$ cat src/rtl/wb_mem_arbiter_pkg.sv
// Package: wb_arb_pkg
// Shared types and constants for the two-master Wishbone memory arbiter.
//   arb_state_t : arbiter FSM state (IDLE, BUSY0 = m0 owns the bus, BUSY1 = m1 owns it)
//   GRANT_*     : one-hot grant encodings {m1,m0}
//   LAST_*      : encodings of the round-robin last-grant bit
//   grant_of()  : maps a state to its one-hot grant
package wb_arb_pkg;

  localparam int ADDR_W = 32;
  localparam int DATA_W = 32;

  typedef enum logic [1:0] {
    ARB_IDLE  = 2'd0,
    ARB_BUSY0 = 2'd1,
    ARB_BUSY1 = 2'd2
  } arb_state_t;

  localparam logic [1:0] GRANT_NONE = 2'b00;
  localparam logic [1:0] GRANT_M0   = 2'b01;
  localparam logic [1:0] GRANT_M1   = 2'b10;

  localparam logic LAST_M0 = 1'b0;
  localparam logic LAST_M1 = 1'b1;

  function automatic logic [1:0] grant_of(input arb_state_t s);
    case (s)
      ARB_BUSY0: return GRANT_M0;
      ARB_BUSY1: return GRANT_M1;
      default:   return GRANT_NONE;
    endcase
  endfunction

endpackage

$ cat src/rtl/wb_bus.sv
// Interface: wb_bus
// Minimal classic Wishbone point-to-point bundle.
//   stb/we/addr/wdata : request, driven by the master
//   ack/err/rdata     : response, driven by the slave
// Modports: master (drives the request) and slave (drives the response).
interface wb_bus;
  import wb_arb_pkg::*;

  logic              stb;
  logic              we;
  logic [ADDR_W-1:0] addr;
  logic [DATA_W-1:0] wdata;
  logic [DATA_W-1:0] rdata;
  logic              ack;
  logic              err;

  modport master (output stb, we, addr, wdata, input rdata, ack, err);
  modport slave  (input stb, we, addr, wdata, output rdata, ack, err);

endinterface

$ cat src/rtl/wb_mem_arbiter_watchdog.sv
// Module: wb_arb_watchdog
// Bus watchdog counter. Counts enabled cycles since the last clear and flags
// expiry in the cycle where the count reaches TimeoutCycles-1 while enabled.
// Ports:
//   clk_i     : clock
//   rst_i     : asynchronous active-high reset
//   clear_i   : force the count back to zero (held while the bus is idle)
//   enable_i  : count this cycle (busy cycle with no slave response)
//   expire_o  : combinational expiry flag, high for one cycle at most
module wb_arb_watchdog #(
  parameter int TimeoutCycles = 16,
  parameter int CntWidth      = 5
) (
  input  logic clk_i,
  input  logic rst_i,
  input  logic clear_i,
  input  logic enable_i,
  output logic expire_o
);

  localparam logic [CntWidth-1:0] CNT_LAST = CntWidth'(TimeoutCycles - 1);

  logic [CntWidth-1:0] cnt_q, cnt_d;

  assign expire_o = enable_i && (cnt_q == CNT_LAST);

  always_comb begin
    cnt_d = cnt_q;
    // Expiry ends the transfer, so the count restarts rather than wrapping.
    if (clear_i || expire_o) begin
      cnt_d = '0;
    end else if (enable_i) begin
      cnt_d = cnt_q + CntWidth'(1);
    end
  end

  always_ff @(posedge clk_i or posedge rst_i) begin
    if (rst_i) begin
      cnt_q <= '0;
    end else begin
      cnt_q <= cnt_d;
    end
  end

endmodule

$ cat src/rtl/wb_mem_arbiter.sv
// Module: wb_mem_arbiter
// Two-master Wishbone arbiter in front of the single-port program memory.
// m0 is instruction fetch, m1 is load/store data. One master owns the slave
// at a time; the grant is registered, so a request is granted the cycle after
// its stb is first seen, and every transfer is followed by one idle cycle.
// A watchdog errors a transfer the slave leaves unanswered for TimeoutCycles.
//
// Handshake: a transfer is live while the owning master holds stb high. It
// completes in the cycle the slave raises ack or err (forwarded to the owner
// in that same cycle). Dropping stb before that aborts it; nothing is
// forwarded after the abort.
//
// Ports:
//   clk_in      : clock, all state on posedge
//   reset_in    : asynchronous active-high reset
//   m0_bus      : instruction-fetch master (wins ties in the default build)
//   m1_bus      : data master
//   s_bus       : program memory slave
//   grant_out   : one-hot current owner {m1,m0}, 2'b00 when idle
//   timeout_out : one-cycle pulse when the watchdog errors a transfer
//   state_out   : FSM state, for debug observation
//
// Build option WB_ARB_ROUND_ROBIN_EN: when defined, a simultaneous request in
// IDLE goes to the master that was not granted last (last-grant bit resets to
// m1, so the first conflict goes to m0). Undefined: fixed priority m0 > m1.
module wb_mem_arbiter
  import wb_arb_pkg::*;
#(
  parameter int TimeoutCycles = 16,
  parameter int CntWidth      = 5
) (
  input  logic        clk_in,
  input  logic        reset_in,
  wb_bus.slave        m0_bus,
  wb_bus.slave        m1_bus,
  wb_bus.master       s_bus,
  output logic [1:0]  grant_out,
  output logic        timeout_out,
  output arb_state_t  state_out
);

  arb_state_t state_q, state_d;

`ifdef WB_ARB_ROUND_ROBIN_EN
  logic last_q, last_d;
`endif

  logic              busy;
  logic              xfer_end;
  logic              wd_clear;
  logic              wd_enable;
  logic              wd_expire;
  logic              sel_stb;
  logic              sel_we;
  logic [ADDR_W-1:0] sel_addr;
  logic [DATA_W-1:0] sel_wdata;

  // Request of whichever master currently owns the bus.
  always_comb begin
    if (state_q == ARB_BUSY1) begin
      sel_stb   = m1_bus.stb;
      sel_we    = m1_bus.we;
      sel_addr  = m1_bus.addr;
      sel_wdata = m1_bus.wdata;
    end else begin
      sel_stb   = m0_bus.stb;
      sel_we    = m0_bus.we;
      sel_addr  = m0_bus.addr;
      sel_wdata = m0_bus.wdata;
    end
  end

  assign busy      = (state_q != ARB_IDLE);
  assign xfer_end  = s_bus.ack | s_bus.err;
  // Counter holds at zero in IDLE, so each BUSY period starts from zero.
  // A slave response in the last cycle keeps enable low: ack beats timeout.
  assign wd_clear  = !busy;
  assign wd_enable = busy && sel_stb && !xfer_end;

  wb_arb_watchdog #(
    .TimeoutCycles (TimeoutCycles),
    .CntWidth      (CntWidth)
  ) u_watchdog (
    .clk_i    (clk_in),
    .rst_i    (reset_in),
    .clear_i  (wd_clear),
    .enable_i (wd_enable),
    .expire_o (wd_expire)
  );

  always_comb begin
    state_d       = state_q;
    s_bus.stb     = 1'b0;
    s_bus.we      = 1'b0;
    s_bus.addr    = '0;
    s_bus.wdata   = '0;
    m0_bus.ack    = 1'b0;
    m0_bus.err    = 1'b0;
    m0_bus.rdata  = '0;
    m1_bus.ack    = 1'b0;
    m1_bus.err    = 1'b0;
    m1_bus.rdata  = '0;
    timeout_out   = 1'b0;
`ifdef WB_ARB_ROUND_ROBIN_EN
    last_d        = last_q;
`endif

    case (state_q)
      ARB_IDLE: begin
`ifdef WB_ARB_ROUND_ROBIN_EN
        if (m0_bus.stb && m1_bus.stb) begin
          if (last_q == LAST_M1) begin
            state_d = ARB_BUSY0;
            last_d  = LAST_M0;
          end else begin
            state_d = ARB_BUSY1;
            last_d  = LAST_M1;
          end
        end else if (m0_bus.stb) begin
          state_d = ARB_BUSY0;
          last_d  = LAST_M0;
        end else if (m1_bus.stb) begin
          state_d = ARB_BUSY1;
          last_d  = LAST_M1;
        end
`else
        if (m0_bus.stb) begin
          state_d = ARB_BUSY0;
        end else if (m1_bus.stb) begin
          state_d = ARB_BUSY1;
        end
`endif
      end

      ARB_BUSY0, ARB_BUSY1: begin
        s_bus.stb   = sel_stb;
        s_bus.we    = sel_we;
        s_bus.addr  = sel_addr;
        s_bus.wdata = sel_wdata;
        // Responses are gated by stb so an aborting master sees nothing.
        if (state_q == ARB_BUSY0) begin
          m0_bus.ack   = sel_stb & s_bus.ack;
          m0_bus.err   = sel_stb & (s_bus.err | wd_expire);
          m0_bus.rdata = s_bus.rdata;
        end else begin
          m1_bus.ack   = sel_stb & s_bus.ack;
          m1_bus.err   = sel_stb & (s_bus.err | wd_expire);
          m1_bus.rdata = s_bus.rdata;
        end
        timeout_out = wd_expire;
        if (!sel_stb || xfer_end || wd_expire) begin
          state_d = ARB_IDLE;
        end
      end

      default: state_d = ARB_IDLE;
    endcase
  end

  always_ff @(posedge clk_in or posedge reset_in) begin
    if (reset_in) begin
      state_q <= ARB_IDLE;
`ifdef WB_ARB_ROUND_ROBIN_EN
      last_q  <= LAST_M1;
`endif
    end else begin
      state_q <= state_d;
`ifdef WB_ARB_ROUND_ROBIN_EN
      last_q  <= last_d;
`endif
    end
  end

  assign grant_out = grant_of(state_q);
  assign state_out = state_q;

endmodule
$ cat src/flat_wrapper.sv
// flat-port wrapper written by rule: the top's interface ports become plain ports
module wb_mem_arbiter_flat import wb_arb_pkg::*;
#(
  parameter int TimeoutCycles = 16,
  parameter int CntWidth      = 5
)
  (clk_in, reset_in, grant_out, timeout_out, state_out, m0_bus_stb, m0_bus_we, m0_bus_addr, m0_bus_wdata, m0_bus_rdata, m0_bus_ack, m0_bus_err, m1_bus_stb, m1_bus_we, m1_bus_addr, m1_bus_wdata, m1_bus_rdata, m1_bus_ack, m1_bus_err, s_bus_stb, s_bus_we, s_bus_addr, s_bus_wdata, s_bus_rdata, s_bus_ack, s_bus_err);
  wb_bus m0_bus_i ();
  wb_bus m1_bus_i ();
  wb_bus s_bus_i ();
  input  logic clk_in;
  input  logic reset_in;
  output logic [1:0] grant_out;
  output logic timeout_out;
  output arb_state_t state_out;
  input wire logic [$bits(m0_bus_i.stb)-1:0] m0_bus_stb;
  input wire logic [$bits(m0_bus_i.we)-1:0] m0_bus_we;
  input wire logic [$bits(m0_bus_i.addr)-1:0] m0_bus_addr;
  input wire logic [$bits(m0_bus_i.wdata)-1:0] m0_bus_wdata;
  output wire logic [$bits(m0_bus_i.rdata)-1:0] m0_bus_rdata;
  output wire logic [$bits(m0_bus_i.ack)-1:0] m0_bus_ack;
  output wire logic [$bits(m0_bus_i.err)-1:0] m0_bus_err;
  input wire logic [$bits(m1_bus_i.stb)-1:0] m1_bus_stb;
  input wire logic [$bits(m1_bus_i.we)-1:0] m1_bus_we;
  input wire logic [$bits(m1_bus_i.addr)-1:0] m1_bus_addr;
  input wire logic [$bits(m1_bus_i.wdata)-1:0] m1_bus_wdata;
  output wire logic [$bits(m1_bus_i.rdata)-1:0] m1_bus_rdata;
  output wire logic [$bits(m1_bus_i.ack)-1:0] m1_bus_ack;
  output wire logic [$bits(m1_bus_i.err)-1:0] m1_bus_err;
  output wire logic [$bits(s_bus_i.stb)-1:0] s_bus_stb;
  output wire logic [$bits(s_bus_i.we)-1:0] s_bus_we;
  output wire logic [$bits(s_bus_i.addr)-1:0] s_bus_addr;
  output wire logic [$bits(s_bus_i.wdata)-1:0] s_bus_wdata;
  input wire logic [$bits(s_bus_i.rdata)-1:0] s_bus_rdata;
  input wire logic [$bits(s_bus_i.ack)-1:0] s_bus_ack;
  input wire logic [$bits(s_bus_i.err)-1:0] s_bus_err;
  assign m0_bus_i.stb = m0_bus_stb;
  assign m0_bus_i.we = m0_bus_we;
  assign m0_bus_i.addr = m0_bus_addr;
  assign m0_bus_i.wdata = m0_bus_wdata;
  assign m0_bus_rdata = m0_bus_i.rdata;
  assign m0_bus_ack = m0_bus_i.ack;
  assign m0_bus_err = m0_bus_i.err;
  assign m1_bus_i.stb = m1_bus_stb;
  assign m1_bus_i.we = m1_bus_we;
  assign m1_bus_i.addr = m1_bus_addr;
  assign m1_bus_i.wdata = m1_bus_wdata;
  assign m1_bus_rdata = m1_bus_i.rdata;
  assign m1_bus_ack = m1_bus_i.ack;
  assign m1_bus_err = m1_bus_i.err;
  assign s_bus_stb = s_bus_i.stb;
  assign s_bus_we = s_bus_i.we;
  assign s_bus_addr = s_bus_i.addr;
  assign s_bus_wdata = s_bus_i.wdata;
  assign s_bus_i.rdata = s_bus_rdata;
  assign s_bus_i.ack = s_bus_ack;
  assign s_bus_i.err = s_bus_err;
  wb_mem_arbiter #(.TimeoutCycles(TimeoutCycles), .CntWidth(CntWidth)) u_core (.clk_in(clk_in), .reset_in(reset_in), .m0_bus(m0_bus_i), .m1_bus(m1_bus_i), .s_bus(s_bus_i), .grant_out(grant_out), .timeout_out(timeout_out), .state_out(state_out));
endmodule
$ cat config.mk
export PLATFORM = sky130hd
export DESIGN_NAME = wb_mem_arbiter_flat
export DESIGN_NICKNAME = d
export VERILOG_FILES = /design/src/rtl/wb_mem_arbiter_pkg.sv /design/src/rtl/wb_bus.sv /design/src/rtl/wb_mem_arbiter_watchdog.sv /design/src/rtl/wb_mem_arbiter.sv /design/src/flat_wrapper.sv
export SDC_FILE = /design/constraint.sdc
export NUM_CORES = 1
export LEC_CHECK = 0
export BUFFER_PORTS_ARGS = -buffer_cell sky130_fd_sc_hd__buf_2
export CORE_AREA = 2 2 120 122
export CTS_CLUSTER_SIZE = 20
export DETAILED_ROUTE_END_ITERATION = 12
export DIE_AREA = 0 0 122 124
export GPL_TIMING_DRIVEN = 1
export SYNTH_ARGS = -nofsm -noshare
export SYNTH_HDL_FRONTEND = slang
export SYNTH_HIERARCHICAL = 1
export SYNTH_SLANG_ARGS = --single-unit
$ cat constraint.sdc
create_clock -name clk_in -period 7.7 [get_ports clk_in]
set_input_delay 0.385 -clock clk_in [delete_from_list [all_inputs] [get_ports clk_in]]
set_output_delay 0.385 -clock clk_in [all_outputs]
set_load 0.005 [all_outputs]
==> impl_metrics.ini, run 1 <==
[placement]
hpwlAfterDp_um = 7336
port_buffers = 306
post-place-ws_ns = 5.005
gp_congestion = 0.7617
dpl_cell_area_um2 = 3786

[power_and_ir_drop]
total_power_mw = 1.060
ir_drop_uv = 120.7
p_int_uw = 598.8
p_comb_frac = 0.872
p_leak_nw = 2.157
p_sw_frac = 0.4350
p_sw_uw = 461.0
pwr_density_cell_nw_per_um2 = 274.2
power_frac_clock = 0.083
seqPwrFrac = 0.045

[yosys]
ys_seq_elements = 7
post_synth.cell_area_avg_um2 = 7.599
ys_seq_area_frac = 0.08413
synth_top_area_cell = mux2i_1
ys_types = 28
ys_warn_count = 6
synthesis.nets = 447
syn-instance-count = 274
synth_area_um2 = 2082
synth.top_cell.area_share = 0.3221
synthTopCellsByArea = mux2i_1 (32%), and2_1 (20%), nor2b_1 (20%)

[die]
num_rows = 43
fp.dieArea_um2 = 15130
io_pins = 307
die_x_um = 122
fp.dieH_um = 124
coreArea_um2 = 13720
start_util = 0.1518

[final_layout]
ff_latch_area_um2 = 175.2
nNetsFinal = 740
area_delta_synth_final_pct = 85.64
drive_above_1_share = 0.5618
fin_area_um2 = 3865
multi_input_area_um2 = 1802
diodes = 0
n_fill_cell = 1544

[clocking]
clock_sinks = 7
clk_pin_slew_worst_paths_ns = 0.04
cts_setup_buffers = 0
h-tree-depth = 1
max-clock-path-buffers = 2
cts-root-buf = clkbuf_16
clock_latency_ns = 0.23
cts_resized = 0
cts-buffers-inserted = 3
cts_hold_buf = 0
tritoncts = built

[drt]
ant_nets = 0
drcViolationCount = 0
routedWlPerCell_um = 11.75
dr.pass1.iters = 4
route.vias.total = 2852
drtIter0Drc = 94
avgViaCountPerCell = 3.823
drt-total-wl_um = 8765

[worst_setup_path]
path_class = flip-flop to primary output
cp-end-kind = primary output
crit_start = u_core/state_out[1]$_DFFE_PP0P_
rr_startpoint = u_core/state_out[0]$_DFFE_PP0P_
cp_max_fo = 70
start_kind = flip-flop
arrival_ns = 2.48
critPathRequiredTime_ns = 7.32

[timing]
slew_headroom = 0.3439
worstMarginPinSlew_ns = 0.9841
final_hold_viol_count = 0
rsz0062_at_grt = no
setup_viol = 0
fmax_ghz = 0.3485
final_max_slew_viol_count = 0
min_period_ns = 2.869
setup_ws_ns = 4.831
tns_ns = 0
clock_skew_ns = 0.001038
post-route-period-util = 0.3726

[outcome]
outcome = finished, final reports clean

[worst_hold_path]
hold_class = input port to async pin

[global_route]
antenna_found_initial = 0
grt_pass1_wl_um = 11760
grt_overflow = 0
grt_pass1_vias = 2407
grt_use_total = 0.09526
grt_max_degree = 71

[run]
maxCapViolCount = 0
==> final timing paths <==
path / endpoint / slack [ns] / cells after the start
worst min-delay path: u_core/state_out[0]$_DFFE_PP0P_ / 0.01 / 2
min in group clk_in: u_core/state_out[0]$_DFFE_PP0P_ / 0.44 / 2
max in group asynchronous: u_core/u_watchdog/cnt_q[3]$_DFFE_PP0P_ / 7.45 / 2
worst max-delay path: m1_bus_ack / 4.83 / 6
worst max register to register: u_core/state_out[0]$_DFFE_PP0P_ / 5.13 / 9
worst min register to register: u_core/u_watchdog/cnt_q[4]$_DFFE_PP0P_ / 0.52 / 2
==> power by group through the flow <==
| stage | clock [mW] | sequential (mW) | combinational (mW) |
|---|---|---|---|
| 3_5_place_dp | 0 | 0.0485 | 0.939 |
| 5_1_grt | 0.0925 | 0.0491 | 1.03 |
| 4_1_cts | 0.0880 | 0.0481 | 0.943 |
| 6_report | 0.0878 | 0.0479 | 0.924 |
| 3_3_place_gp | 0 | 0.0483 | 0.941 |
| 2_1_floorplan | 0 | 0.0478 | 0.531 |
==> per-layer routing <==
layer,wire length (um),up-vias,global-route usage
li1,-,1489,-
met1,3696,1218,0.1329
met2,4384,141,0.1634
met3,624,4,0.004121
met4,60,0,0.01940
met5,0,-,0
==> metrics by stage <==
stage,instances,util,hold slack [ns]
3_3_place_gp,742,0.2760,0.2513
2_1_floorplan,274,-,0.1262
4_1_cts,746,0.2817,0.02258
6_report,746,0.2817,0.01471
5_1_grt,746,0.2817,0.03525
3_5_place_dp,742,0.2760,0.2595
==> cell usage in the layout, fill, tap and decap left out, drive strengths merged, types with 4 or more instances in the layout <==
cell type and n:
ha 5, nor2 6, and2 67, inv 6, dfrtp 7, buf 310, nand2b 4, clkbuf 4
mux2i 67, nor2b 66, a21oi 4
==> Yosys cell counts <==
master / instances
nor2_1: 6
mux2i_1: 67
dfrtp_1: 7
nor4bb_1: 1
a32o_1: 1
buf_2: 6
nor3b_1: 1
nand2b_1: 3
a22oi_1: 1
nand4_1: 2
nor4_1: 1
nand2_1: 1
clkbuf_1: 14
and2_1: 67
nor2b_1: 66
ha_1: 5
o21ai_0: 2
or3b_1: 1
mux2_2: 1
buf_4: 2
nand3_1: 1
inv_1: 6
and3_1: 3
nand2b_4: 1
or4b_4: 1
o22ai_1: 1
a21oi_1: 4
nand3b_1: 2
==> sequential cells by signal, summed over array words and instances (netlist names) <==
name,flops
u_core/state_out,2
u_core/u_watchdog/cnt_q,5
==> cells by family (layout without fill, tap and decap cells) <==
logic type / count (synthesis) / after routing / share of synthesized area
buffers and inverters: 28 / 320 / 0.05769
adders and majority gates: 5 / 5 / 0.03005
DFF: 7 / 7 / 0.08414
AOI/OAI and AO/OA: 9 / 9 / 0.02585
and+or+nand+nor: 157 / 157 / 0.4748
muxes: 68 / 68 / 0.3275
==> cell type report <==
cell class                      instances  share of cell area
Clock buffer                            4             0.02039
Inverter                                6            0.005827
Multi-Input combinational cell        239              0.4662
Sequential cell                         7             0.04532
Tap cell                              180             0.05827
Timing Repair Buffer                  310              0.4040
==> critical path, stage by stage, from the launching register on <==
cell     delay, ns
dfrtp_1       0.39
inv_1         0.10
ha_2          0.95
nor2b_1       0.22
buf_4         0.27
and3_1        0.18
buf_2         0.10
(Power assumes the default switching activity.)
==> run 2: changes to the inputs <==
--- a/config.mk
+++ b/config.mk
@@ -6,10 +6,10 @@
 export NUM_CORES = 1
 export LEC_CHECK = 0
 export BUFFER_PORTS_ARGS = -buffer_cell sky130_fd_sc_hd__buf_2
-export CORE_AREA = 2 2 120 122
+export CORE_AREA = 2 2 119 121
 export CTS_CLUSTER_SIZE = 20
 export DETAILED_ROUTE_END_ITERATION = 12
-export DIE_AREA = 0 0 122 124
+export DIE_AREA = 0 0 121 123
 export GPL_TIMING_DRIVEN = 1
 export SYNTH_ARGS = -nofsm -noshare
 export SYNTH_HDL_FRONTEND = slang
==> constraint.sdc (replaced) <==
create_clock -name clk_in -period 2.5 [get_ports clk_in]
set_input_delay 0.125 -clock clk_in [delete_from_list [all_inputs] [get_ports clk_in]]
set_output_delay 0.125 -clock clk_in [all_outputs]
set_load 0.005 [all_outputs]
==> impl_metrics.ini, run 2 (synthesized netlist as in run 1, its figures left out) <==
[outcome]
outcome = finished, final reports clean

[die]
start_util = 0.1530
fp.dieArea_um2 = 14880
fp.dieH_um = 123
die_x_um = 121
io_pins = 307
num_rows = 43
coreArea_um2 = 13610

[worst_setup_path]
start_kind = flip-flop
critPathRequiredTime_ns = 2.38
arrival_ns = 2.20
cp-end-kind = primary output
path_class = flip-flop to primary output
cp_max_fo = 67

[timing]
setup_viol = 0
clock_skew_ns = 0.0005219
final_hold_viol_count = 0
fmax_ghz = 0.4305
slew_headroom = 0.6933
post-route-period-util = 0.9292
worstMarginPinSlew_ns = 0.4600
min_period_ns = 2.323
final_max_slew_viol_count = 0

[final_layout]
fin_area_um2 = 3916
final_cell_mix = buf_2 (306), and2_1 (66), nor2b_1 (66), mux2i_1 (66), dfrtp_1 (7)
fin_util = 0.2877
largest_reg_flops = 5
diodes = 0
area_delta_synth_final_pct = 88.10
layout_commonest_cell = buf_2
nNetsFinal = 743
instances_no_fill = 749
largest-register = u_core/u_watchdog/cnt_q
drive_above_1_share = 0.5659

[placement]
port_buffers = 306
hpwlAfterDp_um = 7368
gp_congestion = 0.7964
placed_cells_incl_taps = 744
dpl_cell_area_um2 = 3820

[drt]
avgViaCountPerCell = 3.856
drtIter0Drc = 137
drt-total-wl_um = 8747
wl_met1_um = 3502
top_layer_used = met4
wl_met3_um = 676
drcViolationCount = 0
ant_nets = 0
routedWlPerCell_um = 11.68
wl_met2_um = 4512
dr.pass1.iters = 4
route.vias.total = 2888

[power_and_ir_drop]
pwr_density_cell_nw_per_um2 = 853.8
p_leak_nw = 2.180
ir_drop_uv = 367.6
total_power_mw = 3.344

[global_route]
grt_pass1_vias = 2548
antenna_found_initial = 0
grt_pass1_wl_um = 12360
grt_use_total = 0.1024
grt_max_degree = 68
grt_overflow = 0

[clocking]
clock_sinks = 7
max-clock-path-buffers = 2
cts_setup_buffers = 0
clk_pin_slew_worst_paths_ns = 0.04
tritoncts = built
cts-root-buf = clkbuf_16
h-tree-depth = 1
cts-buffers-inserted = 3
clock_latency_ns = 0.23

[run]
maxCapViolCount = 0

[worst_hold_path]
hold_class = input port to flip-flop
run 2: cell count changes in the layout (fill, tap and decap cells not counted):
cell,before,now
mux2i_2,0,1
buf_4,4,5
and2_4,0,1
and2_1,67,66
buf_16,0,1
dlygate4sd3_1,0,1
mux2i_1,67,66
run 2: path summary, 6_finish.rpt:
kind | start | end | slack (ns) | cells past startpoint
min in group asynchronous | reset_in | u_core/state_out[0]$_DFFE_PP0P_ | 0.31 | 3
max in group asynchronous | reset_in | u_core/u_watchdog/cnt_q[4]$_DFFE_PP0P_ | 1.96 | 3
min reg2reg | u_core/u_watchdog/cnt_q[4]$_DFFE_PP0P_ | u_core/u_watchdog/cnt_q[4]$_DFFE_PP0P_ | 0.53 | 2
max | u_core/state_out[0]$_DFFE_PP0P_ | m0_bus_ack | 0.18 | 7
min | m1_bus_stb | u_core/state_out[1]$_DFFE_PP0P_ | 0.22 | 3
max reg2reg | u_core/state_out[0]$_DFFE_PP0P_ | u_core/state_out[0]$_DFFE_PP0P_ | 0.24 | 8
run 2: layout make-up:
type	count	area (um^2)
clock buffer	4	78.83
fill	1499	9696
inverter	6	22.52
multi-input combinational	239	1808
sequential	7	175.2
tap	180	225.2
timing repair buffer	313	1607
run 2: critical path: stages (launching register included):
cell,delay (ns)
dfrtp_1,0.41
inv_1,0.14
ha_4,0.19
buf_16,0.31
mux2_2,0.44
and2_1,0.18
and3_1,0.17
buf_2,0.12
run 2: per-stage QoR:
stage,setup TNS [ns],hold WS (ns),setup WS [ns]
after CTS,0,0.2032,0.08949
after detailed placement,0,-0.001647,0.2525
final,0,0.2177,0.1770
after global placement,0,-0.006149,0.2805
after floorplan,-0.02928,-0.1338,-0.02928
after global routing,-0.01089,0.2144,-0.01089
run 2: routing by layer:
layer / vias up / GRT usage
li1: 1493 / -
met1: 1233 / 0.1252
met2: 158 / 0.1917
met3: 4 / 0.01245
met4: 0 / 0.02108
met5: - / 0
run 2: what timing repair did:
item                                    4_1_cts  5_1_grt
hold buffers                                  1        0
endpoints found under the setup margin        0        1
resized for setup                             0        1
endpoints found under the hold margin         7        0
run 2: report_power, final:
| group | leakage, nW | switching (mW) | internal, mW |
|---|---|---|---|
| clock | 0.0382 | 0.0661 | 0.213 |
| combinational | 2.05 | 1.39 | 1.53 |
| sequential | 0.0954 | 0.0211 | 0.130 |
==> run 3: changes to the inputs <==
--- a/config.mk
+++ b/config.mk
@@ -11,6 +11,7 @@
 export DETAILED_ROUTE_END_ITERATION = 12
 export DIE_AREA = 0 0 121 123
 export GPL_TIMING_DRIVEN = 1
+export MAX_ROUTING_LAYER = met4
 export SYNTH_ARGS = -nofsm -noshare
 export SYNTH_HDL_FRONTEND = slang
 export SYNTH_HIERARCHICAL = 1
==> impl_metrics.ini, run 3 (synthesized netlist as in run 1, its figures left out) <==
[outcome]
outcome = finished, final reports clean

[worst_setup_path]
slowest_delay_ns = 0.44
start_kind = flip-flop
crit_path_top_delay_cell = mux2_2
arrival_ns = 2.19
path_cells = inv_1 -> ha_4 -> buf_16 -> mux2_2 -> and2_1 -> and3_1 -> buf_2
cp-end-kind = primary output
critPathRequiredTime_ns = 2.38
path_class = flip-flop to primary output
cp_max_fo = 67

[placement]
post-place-ws_ns = 0.2525
dpl_cell_area_um2 = 3820
port_buffers = 306
placed_cells_incl_taps = 744
gp_congestion = 0.8078
hpwlAfterDp_um = 7368

[timing]
slew_headroom = 0.6959
post-route-period-util = 0.9280
worstMarginPinSlew_ns = 0.4561
final_max_slew_viol_count = 0
clock_skew_ns = 0.0005204
whs_ns = 0.2127
setup_ws_ns = 0.1800
fmax_ghz = 0.4310
final_hold_viol_count = 0
min_period_ns = 2.320
tns_ns = 0
setup_viol = 0

[final_layout]
diodes = 0
instances_no_fill = 749
largest-register = u_core/u_watchdog/cnt_q
largest_reg_flops = 5
area_delta_synth_final_pct = 88.10
drive_above_1_share = 0.5659
layout_commonest_cell = buf_2
nNetsFinal = 743
final_cell_mix = buf_2 (306), and2_1 (66), nor2b_1 (66), mux2i_1 (66), dfrtp_1 (7)
fin_util = 0.2877
fin_area_um2 = 3916

[clocking]
clk_pin_slew_worst_paths_ns = 0.04
cts-buffers-inserted = 3
tritoncts = built
clock_latency_ns = 0.23
clock_sinks = 7
h-tree-depth = 1
cts-root-buf = clkbuf_16
max-clock-path-buffers = 2
cts_setup_buffers = 0

[drt]
routedWlPerCell_um = 11.67
avgViaCountPerCell = 3.849
ant_nets = 0
drt-total-wl_um = 8739
route.vias.total = 2883
dr.pass1.iters = 4
drtIter0Drc = 143
drcViolationCount = 0

[global_route]
grt_use_total = 0.1054
grt_pass1_vias = 2544
grt_pass1_wl_um = 12360
grt_overflow = 0
antenna_found_initial = 0
grt_max_degree = 68

[die]
die_x_um = 121
io_pins = 307
coreArea_um2 = 13610
start_util = 0.1530
num_rows = 43
fp.dieArea_um2 = 14880
fp.dieH_um = 123

[power_and_ir_drop]
power_frac_clock = 0.083
ir_drop_uv = 366.0
p_leak_nw = 2.180
p_sw_mw = 1.472
p_sw_frac = 0.4406
p_int_mw = 1.868
seqPwrFrac = 0.045
total_power_mw = 3.340
p_comb_frac = 0.871
pwr_density_cell_nw_per_um2 = 852.8

[worst_hold_path]
hold_class = input port to flip-flop

[run]
maxCapViolCount = 0
-- run 3: cell counts in the layout (fill, tap and decap cells not counted) --
No cell type changed its count.
-- run 3: path summary, 6_finish.rpt --
path                                                         from                                      to  slack, ns  cells after the start
max                               u_core/state_out[0]$_DFFE_PP0P_                              m0_bus_ack       0.18                      7
min                                                    m0_bus_stb         u_core/state_out[0]$_DFFE_PP0P_       0.21                      2
max reg2reg                       u_core/state_out[0]$_DFFE_PP0P_         u_core/state_out[0]$_DFFE_PP0P_       0.24                      8
min reg2reg                u_core/u_watchdog/cnt_q[4]$_DFFE_PP0P_  u_core/u_watchdog/cnt_q[4]$_DFFE_PP0P_       0.53                      2
max in group asynchronous                                reset_in  u_core/u_watchdog/cnt_q[4]$_DFFE_PP0P_       1.96                      3
min in group asynchronous                                reset_in         u_core/state_out[0]$_DFFE_PP0P_       0.31                      3
-- run 3: power groups by stage --
| stage | Combinational (mW) | Sequential (mW) | Clock [mW] |
|---|---|---|---|
| final | 2.91 | 0.151 | 0.279 |
| after global placement | 2.95 | 0.150 | 0 |
| after CTS | 2.95 | 0.151 | 0.286 |
| after global routing | 3.22 | 0.156 | 0.295 |
| after floorplan | 1.64 | 0.147 | 0 |
| after detailed placement | 2.95 | 0.153 | 0 |
-- run 3: layer usage --
| layer | up-vias | wire [um] | track usage |
|---|---|---|---|
| met1 | 1230 | 3517 | 0.1264 |
| met3 | 4 | 659 | 0.01199 |
| met5 | - | 0 | - |
| met4 | 0 | 56 | 0.02108 |
| li1 | 1493 | - | - |
| met2 | 156 | 4506 | 0.1910 |
-- run 3: timing repair --
action,4_1_cts,5_1_grt
hold endpoints to repair,7,0
setup endpoints to repair,0,1
hold buffers,1,0
resized for setup,0,1
-- run 3: layout make-up --
type | instances | area (um^2)
clock buffer | 4 | 78.83
fill | 1499 | 9696
inverter | 6 | 22.52
multi-input combinational | 239 | 1808
sequential | 7 | 175.2
tap | 180 | 225.2
timing repair buffer | 313 | 1607
-- run 3: worst max-delay path: cells and delay by family (launching register included) --
family	cells	cell delay [ns]
simple gates	2	0.35
flops	1	0.41
fa+ha+maj	1	0.19
mux	1	0.44
buf+inv	3	0.57
